### src/rtl/vm_coin_pkg.sv
// Shared coin-interface definitions: code points, cent values, FSM states
// and the code-to-value decode used by the credit controller.
package vm_coin_pkg;

    localparam logic [2:0] COIN_IDLE    = 3'b111;
    localparam logic [2:0] COIN_DOLLAR  = 3'b101;
    localparam logic [2:0] COIN_QUARTER = 3'b110;
    localparam logic [2:0] COIN_DIME    = 3'b011;

    localparam int unsigned CENTS_DOLLAR  = 100;
    localparam int unsigned CENTS_QUARTER = 25;
    localparam int unsigned CENTS_DIME    = 10;

    // Wide enough for the largest coin value (100)
    localparam int VAL_W = 7;

    typedef enum logic [1:0] {
        ST_IDLE = 2'd0,
        ST_EMIT = 2'd1,
        ST_GAP  = 2'd2
    } state_t;

    function automatic logic [VAL_W-1:0] coin_value(input logic [2:0] code);
        case (code)
            COIN_DOLLAR:  return VAL_W'(CENTS_DOLLAR);
            COIN_QUARTER: return VAL_W'(CENTS_QUARTER);
            COIN_DIME:    return VAL_W'(CENTS_DIME);
            default:      return '0;
        endcase
    endfunction

endpackage

### src/rtl/coin_change_gen.sv
// Combinational greedy change selector: largest coin not exceeding credit,
// or COIN_IDLE with zero value when credit is below one dime.
module coin_change_gen
    import vm_coin_pkg::*;
#(
    parameter int CREDIT_W = 12
) (
    input  logic [CREDIT_W-1:0] i_credit,
    output logic [2:0]          o_code,
    output logic [VAL_W-1:0]    o_value
);

    always_comb begin
        o_code  = COIN_IDLE;
        o_value = '0;
        if (i_credit >= CREDIT_W'(CENTS_DOLLAR)) begin
            o_code  = COIN_DOLLAR;
            o_value = VAL_W'(CENTS_DOLLAR);
        end else if (i_credit >= CREDIT_W'(CENTS_QUARTER)) begin
            o_code  = COIN_QUARTER;
            o_value = VAL_W'(CENTS_QUARTER);
        end else if (i_credit >= CREDIT_W'(CENTS_DIME)) begin
            o_code  = COIN_DIME;
            o_value = VAL_W'(CENTS_DIME);
        end
    end

endmodule

### src/rtl/coin_credit_ctrl.sv
// Coin credit accumulator with vend arbitration and greedy change return.
// Optional macro COIN_AUDIT_EN adds saturating accepted-coin counters.
module coin_credit_ctrl
    import vm_coin_pkg::*;
#(
    parameter int CREDIT_W   = 12,
    parameter int MAX_CREDIT = 500,
    parameter int GAP_CYC    = 4
) (
    input  logic                i_clk,
    input  logic                i_rst,
    input  logic [2:0]          i_coin,
    input  logic [CREDIT_W-1:0] i_price,
    input  logic                i_vend_req,
    input  logic                i_cancel,
    output logic [CREDIT_W-1:0] o_credit,
    output logic                o_vend_ok,
    output logic                o_vend_deny,
    output logic                o_reject,
    output logic [2:0]          o_change_coin,
    output logic                o_busy
`ifdef COIN_AUDIT_EN
    ,
    output logic [7:0]          o_cnt_dollar,
    output logic [7:0]          o_cnt_quarter,
    output logic [7:0]          o_cnt_dime
`endif
);

    localparam int GAP_W = $clog2(GAP_CYC + 1);

    state_t              r_state;
    state_t              w_state_next;
    logic [GAP_W-1:0]    r_gap;
    logic [GAP_W-1:0]    w_gap_next;

    logic [CREDIT_W-1:0] r_credit;
    logic                r_vend_ok;
    logic                r_vend_deny;
    logic                r_reject;
    logic [2:0]          r_change;
    logic                r_busy;

    logic [CREDIT_W-1:0] w_credit_next;
    logic                w_vend_ok;
    logic                w_vend_deny;
    logic                w_reject;
    logic [2:0]          w_change;
    logic                w_accept;

    logic [2:0]          w_gen_code;
    logic [VAL_W-1:0]    w_gen_value;
    logic [VAL_W-1:0]    w_coin_val;
    logic [CREDIT_W:0]   w_sum;
    logic                w_coin_fits;
    logic                w_coin_present;
    logic                w_afford;
    logic [CREDIT_W-1:0] w_remain;
    logic                w_credit_ge_dime;

    coin_change_gen #(.CREDIT_W(CREDIT_W)) u_change_gen (
        .i_credit (r_credit),
        .o_code   (w_gen_code),
        .o_value  (w_gen_value)
    );

    assign w_coin_val       = coin_value(i_coin);
    assign w_coin_present   = (i_coin != COIN_IDLE);
    assign w_sum            = {1'b0, r_credit} + (CREDIT_W+1)'(w_coin_val);
    assign w_coin_fits      = (w_coin_val != '0) && (w_sum <= (CREDIT_W+1)'(MAX_CREDIT));
    assign w_afford         = (r_credit >= i_price);
    // The subtraction is only selected once the compare has passed, so it never wraps
    assign w_remain         = w_afford ? (r_credit - i_price) : r_credit;
    assign w_credit_ge_dime = (r_credit >= CREDIT_W'(CENTS_DIME));

    always_ff @(posedge i_clk or posedge i_rst) begin
        if (i_rst) begin
            r_state <= ST_IDLE;
            r_gap   <= '0;
        end else begin
            r_state <= w_state_next;
            r_gap   <= w_gap_next;
        end
    end

    always_comb begin
        w_state_next = r_state;
        w_gap_next   = r_gap;
        case (r_state)
            ST_IDLE: begin
                if (i_vend_req) begin
                    if (w_afford && (w_remain >= CREDIT_W'(CENTS_DIME)))
                        w_state_next = ST_EMIT;
                end else if (i_cancel && w_credit_ge_dime) begin
                    w_state_next = ST_EMIT;
                end
            end
            ST_EMIT: begin
                w_state_next = ST_GAP;
                w_gap_next   = GAP_W'(GAP_CYC);
            end
            ST_GAP: begin
                // Leave as the counter reaches zero so exactly GAP_CYC idle codes separate coins
                if (r_gap <= GAP_W'(1)) begin
                    w_gap_next   = '0;
                    w_state_next = w_credit_ge_dime ? ST_EMIT : ST_IDLE;
                end else begin
                    w_gap_next = r_gap - GAP_W'(1);
                end
            end
            default: begin
                w_state_next = ST_IDLE;
                w_gap_next   = '0;
            end
        endcase
    end

    always_comb begin
        w_credit_next = r_credit;
        w_vend_ok     = 1'b0;
        w_vend_deny   = 1'b0;
        w_reject      = 1'b0;
        w_change      = COIN_IDLE;
        w_accept      = 1'b0;
        case (r_state)
            ST_IDLE: begin
                if (i_vend_req) begin
                    w_vend_ok     = w_afford;
                    w_vend_deny   = !w_afford;
                    w_credit_next = w_remain;
                    w_reject      = w_coin_present;
                end else if (i_cancel) begin
                    w_reject = w_coin_present;
                end else if (w_coin_present) begin
                    if (w_coin_fits) begin
                        w_accept      = 1'b1;
                        w_credit_next = w_sum[CREDIT_W-1:0];
                    end else begin
                        w_reject = 1'b1;
                    end
                end
            end
            ST_EMIT, ST_GAP: begin
                w_vend_deny = i_vend_req;
                w_reject    = w_coin_present;
                if (r_state == ST_EMIT) begin
                    w_change      = w_gen_code;
                    w_credit_next = r_credit - CREDIT_W'(w_gen_value);
                end
            end
            default: ;
        endcase
    end

    always_ff @(posedge i_clk or posedge i_rst) begin
        if (i_rst) begin
            r_credit    <= '0;
            r_vend_ok   <= 1'b0;
            r_vend_deny <= 1'b0;
            r_reject    <= 1'b0;
            r_change    <= COIN_IDLE;
            r_busy      <= 1'b0;
        end else begin
            r_credit    <= w_credit_next;
            r_vend_ok   <= w_vend_ok;
            r_vend_deny <= w_vend_deny;
            r_reject    <= w_reject;
            r_change    <= w_change;
            r_busy      <= (w_state_next != ST_IDLE);
        end
    end

    assign o_credit      = r_credit;
    assign o_vend_ok     = r_vend_ok;
    assign o_vend_deny   = r_vend_deny;
    assign o_reject      = r_reject;
    assign o_change_coin = r_change;
    assign o_busy        = r_busy;

`ifdef COIN_AUDIT_EN
    logic [7:0] r_cnt_dollar;
    logic [7:0] r_cnt_quarter;
    logic [7:0] r_cnt_dime;

    always_ff @(posedge i_clk or posedge i_rst) begin
        if (i_rst) begin
            r_cnt_dollar  <= '0;
            r_cnt_quarter <= '0;
            r_cnt_dime    <= '0;
        end else if (w_accept) begin
            if (i_coin == COIN_DOLLAR && r_cnt_dollar != 8'hFF)
                r_cnt_dollar <= r_cnt_dollar + 8'd1;
            if (i_coin == COIN_QUARTER && r_cnt_quarter != 8'hFF)
                r_cnt_quarter <= r_cnt_quarter + 8'd1;
            if (i_coin == COIN_DIME && r_cnt_dime != 8'hFF)
                r_cnt_dime <= r_cnt_dime + 8'd1;
        end
    end

    assign o_cnt_dollar  = r_cnt_dollar;
    assign o_cnt_quarter = r_cnt_quarter;
    assign o_cnt_dime    = r_cnt_dime;
`endif

endmodule

### config.mk
export PLATFORM = sky130hd
export DESIGN_NAME = coin_credit_ctrl
export DESIGN_NICKNAME = d
export VERILOG_FILES = /design/src/rtl/vm_coin_pkg.sv /design/src/rtl/coin_change_gen.sv /design/src/rtl/coin_credit_ctrl.sv
export SDC_FILE = /design/constraint.sdc
export NUM_CORES = 1
export LEC_CHECK = 0
export CAP_MARGIN = 20
export CORE_AREA = 2 2 93 95
export CTS_BUF_LIST = sky130_fd_sc_hd__clkbuf_8
export DETAILED_ROUTE_END_ITERATION = 6
export DIE_AREA = 0 0 95 97
export PLACE_DENSITY_LB_ADDON = 0.08
export SYNTH_ARGS = -nofsm -noshare
export SYNTH_HDL_FRONTEND = slang
export SYNTH_SLANG_ARGS = --single-unit
### constraint.sdc
create_clock -name i_clk -period 4 [get_ports i_clk]
set_clock_uncertainty 0.2 [all_clocks]
set_input_delay 0.8 -clock i_clk [delete_from_list [all_inputs] [get_ports i_clk]]
set_output_delay 0.8 -clock i_clk [all_outputs]
set_load 0.02 [all_outputs]
== After elaboration in Yosys (flattened, before gate mapping) ==
Index checks and enable logic that the tools add are counted.
Word-level totals
  flip-flop bits (word level): 24
  input port bits: 19
  output and inout port bits: 19
  logic and storage cells: 72
Cells by class
  add/subtract/negate cells: 4
  $lt $le $gt $ge: 7
  equal/unequal tests: 10
  muxes and demuxes: 33
  reductions and logical operators: 10
Operators with widths (number)
  two-way mux 12 bit: 6
  >= comparator 12 x 4 -> 1 bit, second input constant: 2
  case mux 12 bit (2 select lines): 1
  case mux 7 bit (3 select lines): 1
  two-way mux 3 bit: 6
  two-way mux 7 bit: 2
  adder 12 x 7 -> 13 bit: 1
  <= comparator 13 x 9 -> 1 bit, second input constant: 1
  >= comparator 12 bit: 1
  >= comparator 12 x 5 -> 1 bit, second input constant: 1
  >= comparator 12 x 7 -> 1 bit, second input constant: 1
  inequality test 3 bit, second input constant: 4
  subtractor 12 bit: 1
  subtractor 12 x 7 -> 12 bit: 1
  case mux 3 bit (3 select lines): 1
  two-way mux 1 bit: 8
  two-way mux 2 bit: 4
  nonzero test 7 bit: 1
  == test 3 bit, second input constant: 2
  case mux 2 bit (3 select lines): 1
  AND reduction 5 bit: 1
  two-way mux 4 bit: 1
  case mux 1 bit (2 select lines): 2
  nonzero test 2 bit: 2
  other kinds (10): 12

== Depth between registers and ports, before layout ==
  depth after elaboration: 10
  depth in mapped cells: 15
  gate-level depth less buffers: 14

== By module ==
A second synthesis with hierarchy kept.
Second synthesis, totals
  cell total of the unflattened synthesis: 430
  area, all modules: 3358.2 um^2
Modules (own cells, without submodules)
  coin_credit_ctrl: times used 1, cells an instance 411, area an instance 3243.1 um^2, sequential area each 604.3 um^2
  coin_change_gen: times used 1, cells an instance 19, area an instance 115.1 um^2, sequential area each 0.0 um^2

== Least setup slack after synthesis ==
Ideal clock, no wire load.
  path type: reg-to-reg
  start: register r_credit[8] (netlist: o_credit[8])
  end: register r_credit[10] (netlist: o_credit[10])
  data arrival time: 3.280 ns
  required time: 3.679 ns
  setup slack: 0.399 ns
  cell stages (with the launch flop): 16
  period minus slack after synthesis: 3.601 ns
  path through: dfrtp_1 buf_2 or3_1 nor3_2 o311ai_0 and2_1 ha_1 fa_1 nor2b_1 o21ai_0 a21boi_0 o21ai_0 a21oi_1 nor3_1 o21bai_1 a22o_1
On the way
  longest elaborated chain between the ends: 7
  elaborated cells on any way between the ends: 21
RTL lines
  from (decl): line coin_credit_ctrl.sv:37  | logic [CREDIT_W-1:0] r_credit;
  from (signal assigned): line coin_credit_ctrl.sv:164  | r_credit <= w_credit_next;
  >= comparator 12 x 4 -> 1 bit: line coin_change_gen.sv:22  | end else if (i_credit >= CREDIT_W'(CENTS_DIME)) begin
  two-way mux 4 bit: line coin_change_gen.sv:22
  two-way mux 7 bit: line coin_change_gen.sv:19  | end else if (i_credit >= CREDIT_W'(CENTS_QUARTER)) begin
  two-way mux 7 bit: line coin_change_gen.sv:16  | if (i_credit >= CREDIT_W'(CENTS_DOLLAR)) begin
  subtractor 12 x 7 -> 12 bit: line coin_credit_ctrl.sv:148  | w_credit_next = r_credit - CREDIT_W'(w_gen_value);
  two-way mux 12 bit: line coin_credit_ctrl.sv:146  | if (r_state == ST_EMIT) begin
  case mux 12 bit (2 select lines): line coin_credit_ctrl.sv:125  | case (r_state)
Several ways; a longest one is shown, not always the timed one. The select of a mux whose other input is x is not followed.
A chain may end at the register's enable or synchronous reset.

== Final worst setup path ==
  start: input port i_coin[1]
  end: register r_credit[2] (netlist: o_credit[2])
On the way
  longest elaborated chain between the ends: 8
  elaborated cells on any way between the ends: 17
RTL lines
  from (decl): line coin_credit_ctrl.sv:12  | input logic [2:0] i_coin,
  branches (longest 8 deep; another with adder 12 x 7 -> 13 bit)
Several ways; the timed one is not identified. The select of a mux whose other input is x is not followed.

==> flow_summary.json <==
{
  "fillers": 797,
  "hp-start": "r_gap[1]",
  "ys_ff_latch": 24,
  "dp_slack_ns": -0.442,
  "io_pins": 38,
  "path_buf_inv": 4,
  "setup_slack_ns": 0.167,
  "utilization": 0.515,
  "grt_pass1_wl_mm": 16.3,
  "grt_use_met2": 0.352,
  "synthToLayoutAreaGrowth_pct": 30.1,
  "cts.sinks": 24,
  "hpwl_mm": 7.79,
  "vdd.ir_drop.worst_v": 0.000469,
  "critical_path.startpoint": "i_coin[1]",
  "cts_root_buf": "clkbuf_8",
  "antenna_cells": 0,
  "finalCritPeriodShare": 0.958,
  "p_per_area_nw_per_um2": 871,
  "wl_per_cell_um": 16.4,
  "stdcell_count": 609,
  "place_inst": 603,
  "syn_inst": 425,
  "crit_family": "simple AND/OR/NAND/NOR gates",
  "ant_nets": 0,
  "htree_levels": 1,
  "clkLatencyLatePin_ns": 0.29,
  "crit_chain": "clkdlybuf4s50_1 -> buf_4 -> nand3b_1 -> o21ai_0 -> ha_1 -> o21ai_1 -> a21oi_4 -> or4b_4 -> a31oi_1 -> and4b_1 -> o21ai_4 -> buf_6 -> buf_4 -> nor2_1 -> a21oi_1",
  "slowest_stage": "or4b_4",
  "antenna_found_initial": 0,
  "r2r-start": "o_credit[10]",
  "drive_gt1_frac": 0.188,
  "finalWeightedCongestion": 0.882,
  "synth_top_area_share": 0.163,
  "synth_common_cells": "40 x nor2_1, 37 x nand2_1, 36 x inv_1",
  "routed_via_density": 5.61,
  "synthTopCellsByArea": "dfrtp_1 16%, ha_1 12%, a21oi_1 5.4%, o21ai_0 5.0%, nor2_1 4.7%",
  "crit_type": "in2reg",
  "yosysMostFrequentCell": "nor2_1",
  "drcViolationCount": 0,
  "tritoncts": "yes",
  "synth_edf_count": 0,
  "synth.largest_area_cell": "dfrtp_1",
  "syn_nets": 479,
  "grt_usage": 0.221,
  "via_count": 3415,
  "maxCapViolCount": 0,
  "grt_max_degree": 25,
  "met3_usage": 0.0257,
  "nets": 559,
  "rows": 33,
  "startpoint_type": "input port",
  "async_flop_share": 1.00,
  "grt_overflow": 0,
  "worstMarginPinSlew_ns": 1.01,
  "place.port_buffers": 37,
  "cp_max_fo": 9,
  "ys.flop_type": "dfrtp_1",
  "arrival_ns": 3.80,
  "ys_warn_count": 0,
  "max_freq_ghz": 0.261,
  "critPathCaptureType": "flip-flop",
  "syn_area_sq_um": 3220,
  "layout_min_cycle_time_ns": 3.83,
  "clockBufferDepth": 2,
  "chipWidth_um": 95,
  "slew_violations": 0,
  "hold_violations": 0,
  "fp.dieArea_sq_um": 9220,
  "cp_data_required_time_ns": 3.97,
  "dr.pass1.iters": 4,
  "cpPeakStageDelay_ns": 0.49,
  "start_util": 0.396,
  "numCtsBuffers": 3,
  "drt_iter0_markers": 191,
  "max_slew_margin": 0.325,
  "status": "finished clean",
  "cpMostUsedCell": "buf_4",
  "core_area_sq_um": 8130,
  "busiest_layer": "met2",
  "drt-total-wl_mm": 9.97,
  "synth_cell_types": 65,
  "grt_pass1_vias": 3368,
  "ys_seq_area_frac": 0.188,
  "setup_violations": 0,
  "die-height_um": 97,
  "avgSynthCellArea_sq_um": 7.58,
  "hold_class": "reg2reg",
  "power.leakage_nw": 1.82,
  "gr-usage-met1": 0.314,
  "clkTransAtPathRegs_ns": 0.11
}
-- stage by stage --
| stage | total power [W] | TNS [ns] | hold slack [ns] | instance area, sq um |
|---|---|---|---|---|
| after detailed placement | 0.00333 | -4.25 | 0.273 | 4030 |
| final | 0.00365 | 0 | 0.295 | 4190 |
| after global placement | 0.00329 | -3.16 | 0.270 | 4030 |
| after CTS | 0.00359 | 0 | 0.300 | 4110 |
| after global routing | 0.00400 | -0.0955 | 0.327 | 4190 |
| after floorplan | 0.00239 | 0 | 0.246 | 3220 |
-- layer usage --
metal | part of all wire | vias up
met2 | 0.47 | 72
met4 | 0.016 | 0
met3 | 0.040 | 14
met5 | 0 | -
met1 | 0.47 | 1623
li1 | - | 1706
-- cells by family (layout without fill, tap and decap cells) --
kind of cell	after synthesis	in the layout	share of synthesized area
AO/OA/AOI/OAI	134	134	0.270
XOR/XNOR	14	14	0.0381
adder cells (fa/ha/maj)	35	35	0.143
buffers and inverters	53	132	0.0718
flip-flops	24	24	0.188
multiplexers	18	18	0.0602
AND/OR/NAND/NOR	147	147	0.230
-- sequential cells by signal (all words and copies together) (netlist names) --
register and cells:
o_vend_ok 1, o_credit 12, o_busy 1, o_reject 1
r_gap 3, o_vend_deny 1, r_state 2, o_change_coin 3
-- area by class of cell --
type	instances	area, sq um	area share
well taps	105	131	0.0313
clock inverters	1	30.0	0.00716
inverters	36	135	0.0322
repair buffers	92	787	0.188
flip-flops and latches	24	604	0.144
multi-input cells	348	2460	0.587
clock buffers	3	41.3	0.00985
-- where the power goes --
group | internal [W] | total (W) | switching (W)
combinational | 0.00133 | 0.00298 | 0.00166
clock | 0.000134 | 0.000228 | 0.0000942
sequential | 0.000348 | 0.000439 | 0.0000909
total | 0.00181 | 0.00365 | 0.00184
-- placed cells by master, fill, tap and decap left out, types with 7 or more instances in the layout --
cell,n
xnor2_1,9
inv_1,36
ha_1,32
o211ai_1,7
nand2_1,37
nor2b_1,10
nor2_1,37
a21oi_1,31
clkdlybuf4s50_1,37
nor3_1,14
o21ai_0,31
mux2i_1,13
dfrtp_1,21
nand3_1,8
buf_4,54
-- worst register-to-register path, delay by kind of cell (launching register included) --
kind / cells / cell delay [ns]
AO/OA/AOI/OAI: 7 / 1.39
adder cells (fa/ha/maj): 2 / 0.64
flip-flops: 1 / 0.39
AND/OR/NAND/NOR: 5 / 1.06
-- final timing paths --
path,endpoint,slack [ns],cells after the start
min in group asynchronous,o_vend_ok,0.84,2
max in group asynchronous,o_credit[0],2.13,2
min,r_gap[1],0.29,2
min reg2reg,r_gap[1],0.29,2
max reg2reg,o_credit[10],0.24,14
max,o_credit[2],0.17,15
-- what timing repair did --
| item | in CTS | in global routing |
|---|---|---|
| endpoints found under the hold margin | 0 | 0 |
| setup buffers | 0 | 2 |
| resized for setup | 3 | 17 |
| endpoints found under the setup margin | 9 | 12 |
| hold buffers | 0 | 0 |
| pin swaps | 0 | 3 |
No activity file was read; power rests on OpenSTA's default activity.
